--- config.mk ---
export PLATFORM = sky130hd
export DESIGN_NAME = seg_streamer
export DESIGN_NICKNAME = d
export VERILOG_FILES = /design/src/rtl/collision_pkg.sv /design/src/rtl/seg_point_fifo.sv /design/src/rtl/seg_streamer.sv
export SDC_FILE = /design/constraint.sdc
export NUM_CORES = 1
export LEC_CHECK = 0
export CORE_ASPECT_RATIO = 0.7
export CORE_UTILIZATION = 25
export DETAILED_ROUTE_END_ITERATION = 10
export GPL_ROUTABILITY_DRIVEN = 1
export PLACE_DENSITY_LB_ADDON = 0.3
export SLEW_MARGIN = 0
export SYNTH_ARGS = -nofsm -noshare
export SYNTH_HDL_FRONTEND = slang
export SYNTH_HIERARCHICAL = 1
export SYNTH_SLANG_ARGS = --single-unit
--- constraint.sdc ---
create_clock -name clk -period 6.5 [get_ports clk]
set_input_delay 0.975 -clock clk [delete_from_list [all_inputs] [get_ports clk]]
set_output_delay 0.975 -clock clk [all_outputs]
set_load 0.05 [all_outputs]
--- src/rtl/collision_pkg.sv ---
// Shared types for the collision-detection datapath: coordinate/ID widths, point/segment records, streamer FSM states.
// Latency: n/a (types and constants only).
// Backpressure: n/a.
package collision_pkg;

   localparam int COORD_W = 8;
   localparam int ID_W    = 8;

   typedef struct packed {
      logic [COORD_W-1:0] x;
      logic [COORD_W-1:0] y;
      logic [COORD_W-1:0] z;
      logic               new_path;
      logic               last;
   } point_t;

   typedef struct packed {
      logic [COORD_W-1:0] x1;
      logic [COORD_W-1:0] y1;
      logic [COORD_W-1:0] z1;
      logic [COORD_W-1:0] x2;
      logic [COORD_W-1:0] y2;
      logic [COORD_W-1:0] z2;
      logic [ID_W-1:0]    id;
   } seg_t;

   typedef enum logic [1:0] {
      S_IDLE,
      S_HAVE_PREV,
      S_GAP,
      S_DONE
   } state_t;

endpackage

--- src/rtl/seg_point_fifo.sv ---
// Generic synchronous FIFO with full/empty flags; DEPTH must be a power of two.
// Latency: a word written at edge N is visible on rdata (and poppable) from edge N+1.
// Backpressure: writes while full and reads while empty are ignored; the caller gates on full/empty.
module seg_point_fifo #(
   parameter int DEPTH = 8,
   parameter int WIDTH = 8
) (
   input  logic             clk,
   input  logic             reset,
   input  logic             push,
   input  logic [WIDTH-1:0] wdata,
   input  logic             pop,
   output logic [WIDTH-1:0] rdata,
   output logic             full,
   output logic             empty
);

   localparam int AW = $clog2(DEPTH);

   logic [WIDTH-1:0] mem [DEPTH];
   logic [AW:0]      wr_ptr;
   logic [AW:0]      rd_ptr;

   // Pointers carry one extra wrap bit so full and empty can be told apart.
   always_ff @(posedge clk) begin
      if (reset) begin
         wr_ptr <= '0;
         rd_ptr <= '0;
      end else begin
         if (push && !full)
            wr_ptr <= wr_ptr + 1'b1;
         if (pop && !empty)
            rd_ptr <= rd_ptr + 1'b1;
      end
   end

   // Storage array; contents need no reset because the pointers define validity.
   always_ff @(posedge clk) begin
      if (push && !full)
         mem[wr_ptr[AW-1:0]] <= wdata;
   end

   assign rdata = mem[rd_ptr[AW-1:0]];
   assign empty = (wr_ptr == rd_ptr);
   assign full  = (wr_ptr[AW] != rd_ptr[AW]) && (wr_ptr[AW-1:0] == rd_ptr[AW-1:0]);

endmodule

--- src/rtl/seg_streamer.sv ---
// Pairs path points into line segments and paces them into CollisionDetect; optional hit log (SEG_STREAMER_HIT_LOG_EN).
// Latency: point pushed at edge N is popped at N+1; its segment's in_val is high in the following cycle.
// Backpressure: pt_rdy drops when the point FIFO is full, during reset and once done; one segment per GAP+1 cycles.
module seg_streamer #(
   parameter int COORD_W    = collision_pkg::COORD_W,
   parameter int ID_W       = collision_pkg::ID_W,
   parameter int FIFO_DEPTH = 8,
   parameter int GAP        = 1
) (
   input  logic               clk,
   input  logic               reset,
   input  logic               pt_val,
   output logic               pt_rdy,
   input  logic [COORD_W-1:0] pt_x,
   input  logic [COORD_W-1:0] pt_y,
   input  logic [COORD_W-1:0] pt_z,
   input  logic               pt_new_path,
   input  logic               pt_last,
   output logic               in_val,
   output logic [COORD_W-1:0] x1,
   output logic [COORD_W-1:0] y1,
   output logic [COORD_W-1:0] z1,
   output logic [COORD_W-1:0] x2,
   output logic [COORD_W-1:0] y2,
   output logic [COORD_W-1:0] z2,
   output logic [ID_W-1:0]    seg_id,
   input  logic               out_val,
   input  logic [ID_W-1:0]    lineID,
   output logic               done,
   output logic [15:0]        hit_cnt,
   output logic [ID_W-1:0]    first_hit
);

   import collision_pkg::*;

   localparam int         PT_W     = 3*COORD_W + 2;
   localparam logic [3:0] GAP_LAST = (GAP == 0) ? 4'd0 : 4'(GAP - 1);

   state_t             state, state_nxt;
   logic               fifo_full, fifo_empty;
   logic               push, pop, emit;
   logic [PT_W-1:0]    fifo_rdata;
   logic [COORD_W-1:0] cur_x, cur_y, cur_z;
   logic [COORD_W-1:0] prev_x, prev_y, prev_z;
   logic               cur_new_path, cur_last, same_pt;
   logic               last_pend;
   logic [ID_W-1:0]    seg_cnt;
   logic [3:0]         gap_cnt;

   assign pt_rdy = !reset && !fifo_full && (state != S_DONE);
   assign push   = pt_val && pt_rdy;
   assign done   = (state == S_DONE);

   seg_point_fifo #(
      .DEPTH (FIFO_DEPTH),
      .WIDTH (PT_W)
   ) u_point_fifo (
      .clk   (clk),
      .reset (reset),
      .push  (push),
      .wdata ({pt_x, pt_y, pt_z, pt_new_path, pt_last}),
      .pop   (pop),
      .rdata (fifo_rdata),
      .full  (fifo_full),
      .empty (fifo_empty)
   );

   assign {cur_x, cur_y, cur_z, cur_new_path, cur_last} = fifo_rdata;
   assign same_pt = (cur_x == prev_x) && (cur_y == prev_y) && (cur_z == prev_z);

   // State register.
   always_ff @(posedge clk) begin
      if (reset)
         state <= S_IDLE;
      else
         state <= state_nxt;
   end

   // Next state: a segment ending in a last point still drains its gap before DONE.
   always_comb begin
      state_nxt = state;
      case (state)
         S_IDLE:
            if (!fifo_empty)
               state_nxt = cur_last ? S_DONE : S_HAVE_PREV;
         S_HAVE_PREV:
            if (!fifo_empty) begin
               if (emit && (GAP != 0))
                  state_nxt = S_GAP;
               else if (cur_last)
                  state_nxt = S_DONE;
            end
         S_GAP:
            if (gap_cnt == GAP_LAST)
               state_nxt = last_pend ? S_DONE : S_HAVE_PREV;
         default: ;
      endcase
   end

   // FSM outputs: pop whenever a point is wanted; emit only for a real, non-zero-length segment.
   always_comb begin
      pop  = 1'b0;
      emit = 1'b0;
      case (state)
         S_IDLE:      pop = !fifo_empty;
         S_HAVE_PREV: begin
            pop  = !fifo_empty;
            emit = !fifo_empty && !cur_new_path && !same_pt;
         end
         default: ;
      endcase
   end

   // Segment datapath: previous point, registered segment outputs, ID counter and gap timer.
   always_ff @(posedge clk) begin
      if (reset) begin
         prev_x    <= '0;
         prev_y    <= '0;
         prev_z    <= '0;
         in_val    <= 1'b0;
         x1        <= '0;
         y1        <= '0;
         z1        <= '0;
         x2        <= '0;
         y2        <= '0;
         z2        <= '0;
         seg_id    <= '0;
         seg_cnt   <= '0;
         last_pend <= 1'b0;
         gap_cnt   <= '0;
      end else begin
         in_val <= emit;
         if (pop) begin
            prev_x <= cur_x;
            prev_y <= cur_y;
            prev_z <= cur_z;
         end
         if (emit) begin
            x1        <= prev_x;
            y1        <= prev_y;
            z1        <= prev_z;
            x2        <= cur_x;
            y2        <= cur_y;
            z2        <= cur_z;
            seg_id    <= seg_cnt;
            seg_cnt   <= seg_cnt + 1'b1;
            last_pend <= cur_last;
         end
         if (state == S_GAP)
            gap_cnt <= gap_cnt + 4'd1;
         else
            gap_cnt <= '0;
      end
   end

`ifdef SEG_STREAMER_HIT_LOG_EN
   logic hit_seen;

   // Count detector results (saturating) and capture the line ID of the first one.
   always_ff @(posedge clk) begin
      if (reset) begin
         hit_cnt   <= '0;
         first_hit <= '0;
         hit_seen  <= 1'b0;
      end else if (out_val) begin
         if (hit_cnt != 16'hFFFF)
            hit_cnt <= hit_cnt + 16'd1;
         if (!hit_seen) begin
            first_hit <= lineID;
            hit_seen  <= 1'b1;
         end
      end
   end
`else
   logic unused_hit_inputs;
   assign unused_hit_inputs = ^{out_val, lineID};
   assign hit_cnt   = '0;
   assign first_hit = '0;
`endif

endmodule
==> impl_metrics.yaml, run 1 <==
setup_path:
  cp-start-kind: "register"
  path_class: "reg -> reg"
  endpoint_kind: "register"
  slowest_delay_ns: 0.92
  cp_max_fo: 55
  critPathSlowestCell: "dfxtp_4"
  required_ns: 6.91
  crit_arrival_ns: 4.88
  cp_cell_sequence: "buf_4, mux4_2, mux2_2, xor2_1, nor4_1, nand4_1, o211ai_4, buf_12, mux2i_1, nor2_1"
  ff2ff_path_depth: 10
placed_design:
  post-dp-hpwl_mm: 18.1
  globalplace.congestion: 0.736
  io_buffers: 87
sta:
  finalSetupTns_ns: 0
  setup_violations: 0
  tightest_slew_ns: 1.07
  slew_violations: 0
  clock_skew_ns: 0.0139
  timing_hold_violations_final: 0
  slew_headroom: 0.287
  rsz0062_at_grt: "no"
  fin_crit_ns: 4.47
  finalCritPeriodShare: 0.688
  fmax_mhz: 224
clock_tree:
  cts_buffers: 29
  cts_root_buf: "clkbuf_16"
  cts_resized: 0
  clock-sinks: 315
  path_clk_slew_ns: 0.06
  ctsHoldBuffers: 0
  cts_tree: "done"
  cts_buffer_depth: 3
  clk_latency_ns: 0.56
  post_cts.repair.setup_buffers: 0
  htreeDepth: 1
route:
  dr_total_vias: 6846
  wl_mm: 28.8
  wire_per_inst_um: 18.0
  vias_per_cell: 4.28
  dr.first_iter.drc_count: 421
  postRouteAntennaNets: 0
  drc: 0
  drt-pass1-iter-count: 5
synthesis:
  yosys.area.top_type_share: 0.492
  ys_ff_latch: 315
  synth_flop_cell: "edfxtp_1"
  netlist_instances: 823
  synth_area_leader_cell: "edfxtp_1"
  ys_top_cells_by_area: "edfxtp_1 49%, dfxtp_1 17%, mux4_2 9.2%"
  async_flop_share: 0
  yosysWarnings: 6
  synth_most_common_cell: "edfxtp_1"
  synth_commonest_cells: "208 x edfxtp_1, 107 x dfxtp_1, 73 x nor2_1"
  synth_edf_count: 208
  syn_area_um2: 12700
  syn_area_per_cell_um2: 15.4
  synthDistinctLibCells: 53
  yosysSeqAreaShare: 0.660
status:
  status: "completed"
power:
  p_per_area_nw_per_um2: 301
  total_power_w: 0.00456
  ir_worst_vdd_mv: 0.163
  leakagePower_nw: 5.35
global_routing:
  grt_max_degree: 74
  grtUsageTotal: 0.112
  grt_pass1_wl_mm: 43.6
  grt_pass1_vias: 6867
  antenna_found_initial: 5
  gr-total-overflow: 0
layout:
  final_nets: 961
  drive_above_1_share: 0.179
  diodes: 0
  area_growth_pct: 19.5
floorplan:
  io_pins: 121
  die_y_um: 191
  rows: 68
  core_um2: 49700
  die_area_um2: 51700
  start_util: 0.256
  dieWidth_um: 271
worst_hold_path:
  hold_depth: 1
  hold_path.class: "reg -> reg"
job:
  maxCapViolations: 0
-- cells in the final DEF, fill, tap and decap left out, types with 4 or more instances in the layout --
cell,netlist,final
nor4_1,5,4
xor2_1,30,30
mux4_2,52,52
clkbuf_8,1,5
nand2b_1,5,5
ha_1,10,10
conb_1,1,24
nor2_1,73,72
inv_1,8,8
clkbuf_1,20,6
nor2b_1,6,6
mux2i_1,62,62
mux2_2,31,31
clkbuf_16,0,31
dfxtp_1,107,104
nand2_1,58,58
xnor2_1,5,5
nand3_1,5,5
clkdlybuf4s50_1,0,86
nor4_2,3,4
a21oi_1,35,35
edfxtp_1,208,208
nand4_1,5,5
buf_4,29,16
-- per-layer routing --
layer	vias up	part of all wire	routed length [um]	GRT usage
met2	152	0.45	12800	0.173
met3	43	0.054	1570	0.0232
met4	4	0.016	447	0.0203
li1	3200	-	-	-
met5	-	0.00090	26	0
met1	3447	0.48	14000	0.162
-- final cells by class --
type / count / area, um2
Clock buffer: 42 / 867
Clock inverter: 11 / 124
Fill cell: 4924 / 34500
Inverter: 9 / 33.8
Multi-Input combinational cell: 455 / 3930
Sequential cell: 315 / 8390
Tap cell: 665 / 832
Timing Repair Buffer: 103 / 1000
-- per-stage QoR --
| step | util | cell area, um2 | setup WS [ns] | cells | hold WS [ns] |
|---|---|---|---|---|---|
| 2_1_floorplan | - | 12800 | 0.741 | 846 | 0.430 |
| 3_3_place_gp | 0.286 | 14200 | 2.00 | 1547 | 0.445 |
| 3_5_place_dp | 0.286 | 14200 | 1.98 | 1547 | 0.467 |
| 4_1_cts | 0.306 | 15200 | 1.96 | 1600 | 0.483 |
| 5_1_grt | 0.306 | 15200 | 1.68 | 1600 | 0.500 |
| 6_report | 0.306 | 15200 | 2.03 | 1600 | 0.478 |
-- path summary, 6_finish.rpt --
path | end | slack [ns] | startpoint
max | x2[0]$_SDFFE_PP0P_ | 2.03 | register
min | gap_cnt[0]$_SDFF_PP0_ | 0.48 | gap_cnt[0]$_SDFF_PP0_
max reg2reg | x2[0]$_SDFFE_PP0P_ | 2.03 | register
min reg2reg | gap_cnt[0]$_SDFF_PP0_ | 0.48 | gap_cnt[0]$_SDFF_PP0_
-- flip-flops by register name, summed over array words and instances, names as in the netlist, 4 cells and up, named ones only --
name,flops
prev_z,8
seg_cnt,8
x2,8
seg_id,8
y1,8
u_point_fifo/rd_ptr,4
z1,8
gap_cnt,4
prev_x,8
u_point_fifo/wr_ptr,4
prev_y,8
u_point_fifo/mem,208
x1,8
z2,8
y2,8
-- power breakdown --
| group | total, W | switching [W] | internal (W) |
|---|---|---|---|
| registers | 0.00226 | 0.0000629 | 0.00220 |
| clock network | 0.00176 | 0.000749 | 0.00101 |
| logic | 0.000543 | 0.000336 | 0.000207 |
-- kinds of logic (layout without fill, tap and decap cells) --
group,Yosys count,in the layout,share of synthesized area
flops,315,315,0.660
simple gates,185,185,0.0678
mux,147,147,0.170
buf+inv,76,165,0.0418
compound gates,54,54,0.0256
xor+xnor,35,35,0.0241
fa+ha+maj,10,10,0.00985
other cells,1,24,0.000295
-- critical path, delay by kind of cell (launching register included) --
family	cells	cell delay (ns)
buffers and inverters	2	0.76
and+or+nand+nor	3	0.58
xor gates and xnor gates	1	0.21
muxes	3	1.14
DFF	1	0.92
AOI/OAI and AO/OA	1	0.63
No activity file was read; power rests on OpenSTA's default activity.
==> inputs of run 2 (changes only) <==
==> constraint.sdc (replaced) <==
create_clock -name clk -period 4.2 [get_ports clk]
set_input_delay 0.63 -clock clk [delete_from_list [all_inputs] [get_ports clk]]
set_output_delay 0.63 -clock clk [all_outputs]
set_load 0.05 [all_outputs]
==> run 2 against run 1 <==
Compared with the run above:
- core utilization is 0.66 points higher
- global-route usage is 0.062 points higher
- critical path depth stayed put
- die area stayed put
- design area is 2.2% higher
- final cell count is 0.81% higher
- combinational power is 64% higher
- flip-flop and latch count stayed put
- sequential share of layout area is 1.2 points lower
- hold slack worse by 0.015 ns
==> impl_metrics.yaml, run 2 (same netlist as run 1, synthesis figures left out) <==
clock_tree:
  cts_tree: "done"
  clock-sinks: 315
  htreeDepth: 1
  cts_buffer_depth: 3
  cts_resized: 0
  clk_latency_ns: 0.55
  cts_root_buf: "clkbuf_16"
  path_clk_slew_ns: 0.06
  cts_buffers: 30
  post_cts.repair.setup_buffers: 0
  ctsHoldBuffers: 0
layout:
  final_nets: 971
  area_growth_pct: 22.1
  largest_reg_flops: 208
  final_common_cell: "edfxtp_1"
  mostFrequentLayoutCells: "208 x edfxtp_1, 105 x dfxtp_1, 86 x clkdlybuf4s50_1, 72 x nor2_1, 62 x mux2i_1"
  fill_cells: 4892
  drive_above_1_share: 0.188
global_routing:
  gr-total-overflow: 0
  grt_pass1_vias: 7015
  antenna_found_initial: 5
  grtUsageTotal: 0.112
  grt_pass1_wl_mm: 44.2
  grt_max_degree: 80
route:
  postRouteAntennaNets: 0
  vias_per_cell: 4.23
  drt-pass1-iter-count: 4
  drc: 0
  dr.first_iter.drc_count: 427
  wl_mm: 28.8
  wire_per_inst_um: 17.8
  dr_total_vias: 6823
job:
  maxCapViolations: 0
floorplan:
  die_y_um: 191
  start_util: 0.256
  die_area_um2: 51700
  dieWidth_um: 271
  core_um2: 49700
  io_pins: 121
  rows: 68
setup_path:
  path_class: "reg -> reg"
  slowest_delay_ns: 0.55
  endpoint_kind: "register"
  crit_arrival_ns: 3.98
  cp_max_fo: 35
  cp-start-kind: "register"
  crit_family: "multiplexers"
  required_ns: 4.61
  crit_buf_inv: 2
  critPathSlowestCell: "mux4_2"
  cp_cell_sequence: "buf_12, mux4_2, mux2_2, xor2_1, nor4_1, nand4_1, o211ai_4, buf_12, mux2i_1, nor2_1"
  worst_path_most_repeated_cell: "buf_12"
worst_hold_path:
  hold_path.class: "in -> reg"
sta:
  slew_headroom: 0.424
  tightest_slew_ns: 0.864
  rsz0062_at_grt: "no"
  finalCritPeriodShare: 0.851
  clock_skew_ns: 0.0101
  setup_violations: 0
  setup_ws_ns: 0.624
  fin_crit_ns: 3.58
  fmax_mhz: 280
  slew_violations: 0
  timing_hold_violations_final: 0
  hold_ws_ns: 0.464
placed_design:
  io_buffers: 87
  globalplace.congestion: 0.713
  dp_slack_ns: 0.603
  post-dp-hpwl_mm: 18.3
power:
  p_per_area_nw_per_um2: 479
  leakagePower_nw: 5.45
  ir_worst_vdd_mv: 0.327
status:
  status: "completed"
run 2: path summary, 6_finish.rpt:
kind	cells after the start	to	startpoint	slack [ns]
max reg2reg	10	x2[1]$_SDFFE_PP0P_	register	0.62
min	2	x2[7]$_SDFFE_PP0P_	reset	0.46
min reg2reg	1	gap_cnt[0]$_SDFF_PP0_	gap_cnt[0]$_SDFF_PP0_	0.48
max	10	x2[1]$_SDFFE_PP0P_	register	0.62
run 2: cell type report:
| class | count | area, um2 | share of cell area |
|---|---|---|---|
| diodes | 4 | 10.0 | 0.000645 |
| clock buffers | 35 | 801 | 0.0516 |
| clock inverters | 18 | 325 | 0.0210 |
| inverters | 9 | 33.8 | 0.00218 |
| multi-input cells | 455 | 3990 | 0.257 |
| flip-flops and latches | 315 | 8390 | 0.541 |
| well taps | 665 | 832 | 0.0536 |
| repair buffers | 112 | 1130 | 0.0729 |
run 2: routing by layer:
metal,vias up,share of wire,track usage
li1,3239,-,-
met1,3411,0.49,0.163
met2,134,0.44,0.172
met3,35,0.058,0.0278
met4,4,0.011,0.0156
met5,-,0.00097,0
run 2: power breakdown:
group          internal [W]  total, W  switching, W
combinational      0.000336  0.000889      0.000553
clock               0.00191   0.00307       0.00115
sequential          0.00340   0.00348     0.0000805
total               0.00565   0.00744       0.00179
run 2: metrics by stage:
stage	util	TNS (ns)	std cells	total power (W)	instance area, um2
6_report	0.312	0	1613	0.00744	15500
5_1_grt	0.312	0	1609	0.00775	15500
4_1_cts	0.312	0	1609	0.00754	15500
3_5_place_dp	0.289	0	1556	0.00445	14400
3_3_place_gp	0.289	0	1556	0.00444	14400
2_1_floorplan	-	-12.56	846	0.00417	12800
==> inputs of run 3 (changes only) <==
==> constraint.sdc (replaced) <==
create_clock -name clk -period 4.55 [get_ports clk]
set_input_delay 0.6825 -clock clk [delete_from_list [all_inputs] [get_ports clk]]
set_output_delay 0.6825 -clock clk [all_outputs]
set_load 0.05 [all_outputs]
==> run 3 against run 2 <==
Compared with the run above:
- sequential share of layout area increased by 0.93 points
- routed wire length increased by 0.54%
- highest routed layer unchanged
- non-clock buffer count decreased by 5
- critical path type unchanged
- core utilization decreased by 0.52 points
- largest cell class unchanged
- via count increased by 1.5%
- total power decreased by 12%
- flip-flop and latch count unchanged
- critical path depth unchanged
- setup slack improved by 0.19 ns
==> impl_metrics.yaml, run 3 (same netlist as run 1, synthesis figures left out) <==
clock_tree:
  path_clk_slew_ns: 0.06
  cts_buffer_depth: 3
  clk_latency_ns: 0.57
  cts_resized: 0
  ctsHoldBuffers: 0
  htreeDepth: 1
  cts_root_buf: "clkbuf_16"
  cts_buffers: 30
  clock-sinks: 315
  post_cts.repair.setup_buffers: 0
  cts_tree: "done"
sta:
  setup_violations: 0
  clock_skew_ns: 0.0145
  slew_headroom: 0.376
  finalCritPeriodShare: 0.820
  rsz0062_at_grt: "no"
  fin_crit_ns: 3.73
  timing_hold_violations_final: 0
  tightest_slew_ns: 0.936
  fmax_mhz: 268
  slew_violations: 0
  hold_ws_ns: 0.468
route:
  wl_mm: 28.9
  vias_per_cell: 4.31
  drc: 0
  postRouteAntennaNets: 0
  dr.first_iter.drc_count: 424
  wire_per_inst_um: 18.0
  drt-pass1-iter-count: 5
  dr_total_vias: 6926
layout:
  diodes: 0
  final_common_cell: "edfxtp_1"
  area_growth_pct: 20.1
  mostFrequentLayoutCells: "208 x edfxtp_1, 104 x dfxtp_1, 86 x clkdlybuf4s50_1, 72 x nor2_1, 62 x mux2i_1"
  final_nets: 966
  largest_reg_flops: 208
  drive_above_1_share: 0.185
  final_area_um2: 15300
  fill_cells: 4943
power:
  intPower_w: 0.00488
  p_comb_frac: 0.124
  swShare: 0.253
  pwr-share-clk: 0.384
  leakagePower_nw: 5.38
  p_per_area_nw_per_um2: 428
  ir_worst_vdd_mv: 0.287
  p_sw_w: 0.00165
  seq_power_share: 0.493
job:
  maxCapViolations: 0
global_routing:
  grtUsageTotal: 0.112
  grt_pass1_vias: 6849
  antenna_found_initial: 2
  grt_pass1_wl_mm: 43.9
  grt_max_degree: 85
  gr-total-overflow: 0
floorplan:
  start_util: 0.256
  core_um2: 49700
  dieWidth_um: 271
  io_pins: 121
  rows: 68
  die_area_um2: 51700
  die_y_um: 191
placed_design:
  dpl_cell_area_um2: 14300
  io_buffers: 87
  globalplace.congestion: 0.724
  post-dp-hpwl_mm: 18.2
setup_path:
  slowest_delay_ns: 0.53
  cp-start-kind: "register"
  crit_buf_inv: 2
  critPathSlowestCell: "mux4_2"
  cp_cell_sequence: "buf_12, mux4_2, mux2_2, xor2_1, nor4_1, nand4_1, o211ai_4, buf_12, mux2i_1, nor2_1"
  cp_max_fo: 55
  crit_arrival_ns: 4.14
  required_ns: 4.96
  crit_family: "multiplexers"
  endpoint_kind: "register"
  path_class: "reg -> reg"
  worst_path_most_repeated_cell: "buf_12"
worst_hold_path:
  hold_path.class: "reg -> reg"
status:
  status: "completed"
-- run 3: per-layer routing --
| metal | track usage | share of wire | vias to the layer above |
|---|---|---|---|
| li1 | - | - | 3230 |
| met1 | 0.165 | 0.49 | 3491 |
| met2 | 0.169 | 0.44 | 164 |
| met3 | 0.0235 | 0.054 | 39 |
| met4 | 0.0192 | 0.017 | 2 |
| met5 | 0 | 0.00024 | - |
-- run 3: final timing paths --
path,cells after the start,start,end,slack (ns)
worst max-delay path,10,register,y2[4]$_SDFFE_PP0P_,0.82
worst max register to register,10,register,y2[4]$_SDFFE_PP0P_,0.82
worst min-delay path,1,gap_cnt[0]$_SDFF_PP0_,gap_cnt[0]$_SDFF_PP0_,0.47
worst min register to register,1,gap_cnt[0]$_SDFF_PP0_,gap_cnt[0]$_SDFF_PP0_,0.47
-- run 3: metrics by stage --
stage | TNS [ns] | instances | util | total power [W] | worst slack [ns]
floorplan | -105.75 | 846 | - | 0.00385 | -1.06
global placement | 0 | 1551 | 0.287 | 0.00409 | 0.823
detailed placement | 0 | 1551 | 0.287 | 0.00409 | 0.800
CTS | 0 | 1607 | 0.307 | 0.00663 | 0.758
global route | 0 | 1607 | 0.307 | 0.00682 | 0.573
finish | 0 | 1607 | 0.307 | 0.00653 | 0.819
-- run 3: power by group through the flow --
stage                     Sequential [W]  Combinational (W)  Clock, W
after global placement           0.00328           0.000809         0
after floorplan                  0.00329           0.000560         0
after detailed placement         0.00328           0.000812         0
after CTS                        0.00322           0.000818   0.00259
final                            0.00321           0.000808   0.00250
after global routing             0.00323           0.000887   0.00271
-- run 3: area by class of cell --
cell class | instances | area, um2 | share of cell area
sequential | 315 | 8390 | 0.550
clock buffer | 46 | 908 | 0.0596
tap | 665 | 832 | 0.0546
multi-input combinational | 455 | 3930 | 0.258
inverter | 9 | 33.8 | 0.00221
clock inverter | 10 | 85.1 | 0.00558
timing repair buffer | 107 | 1070 | 0.0701
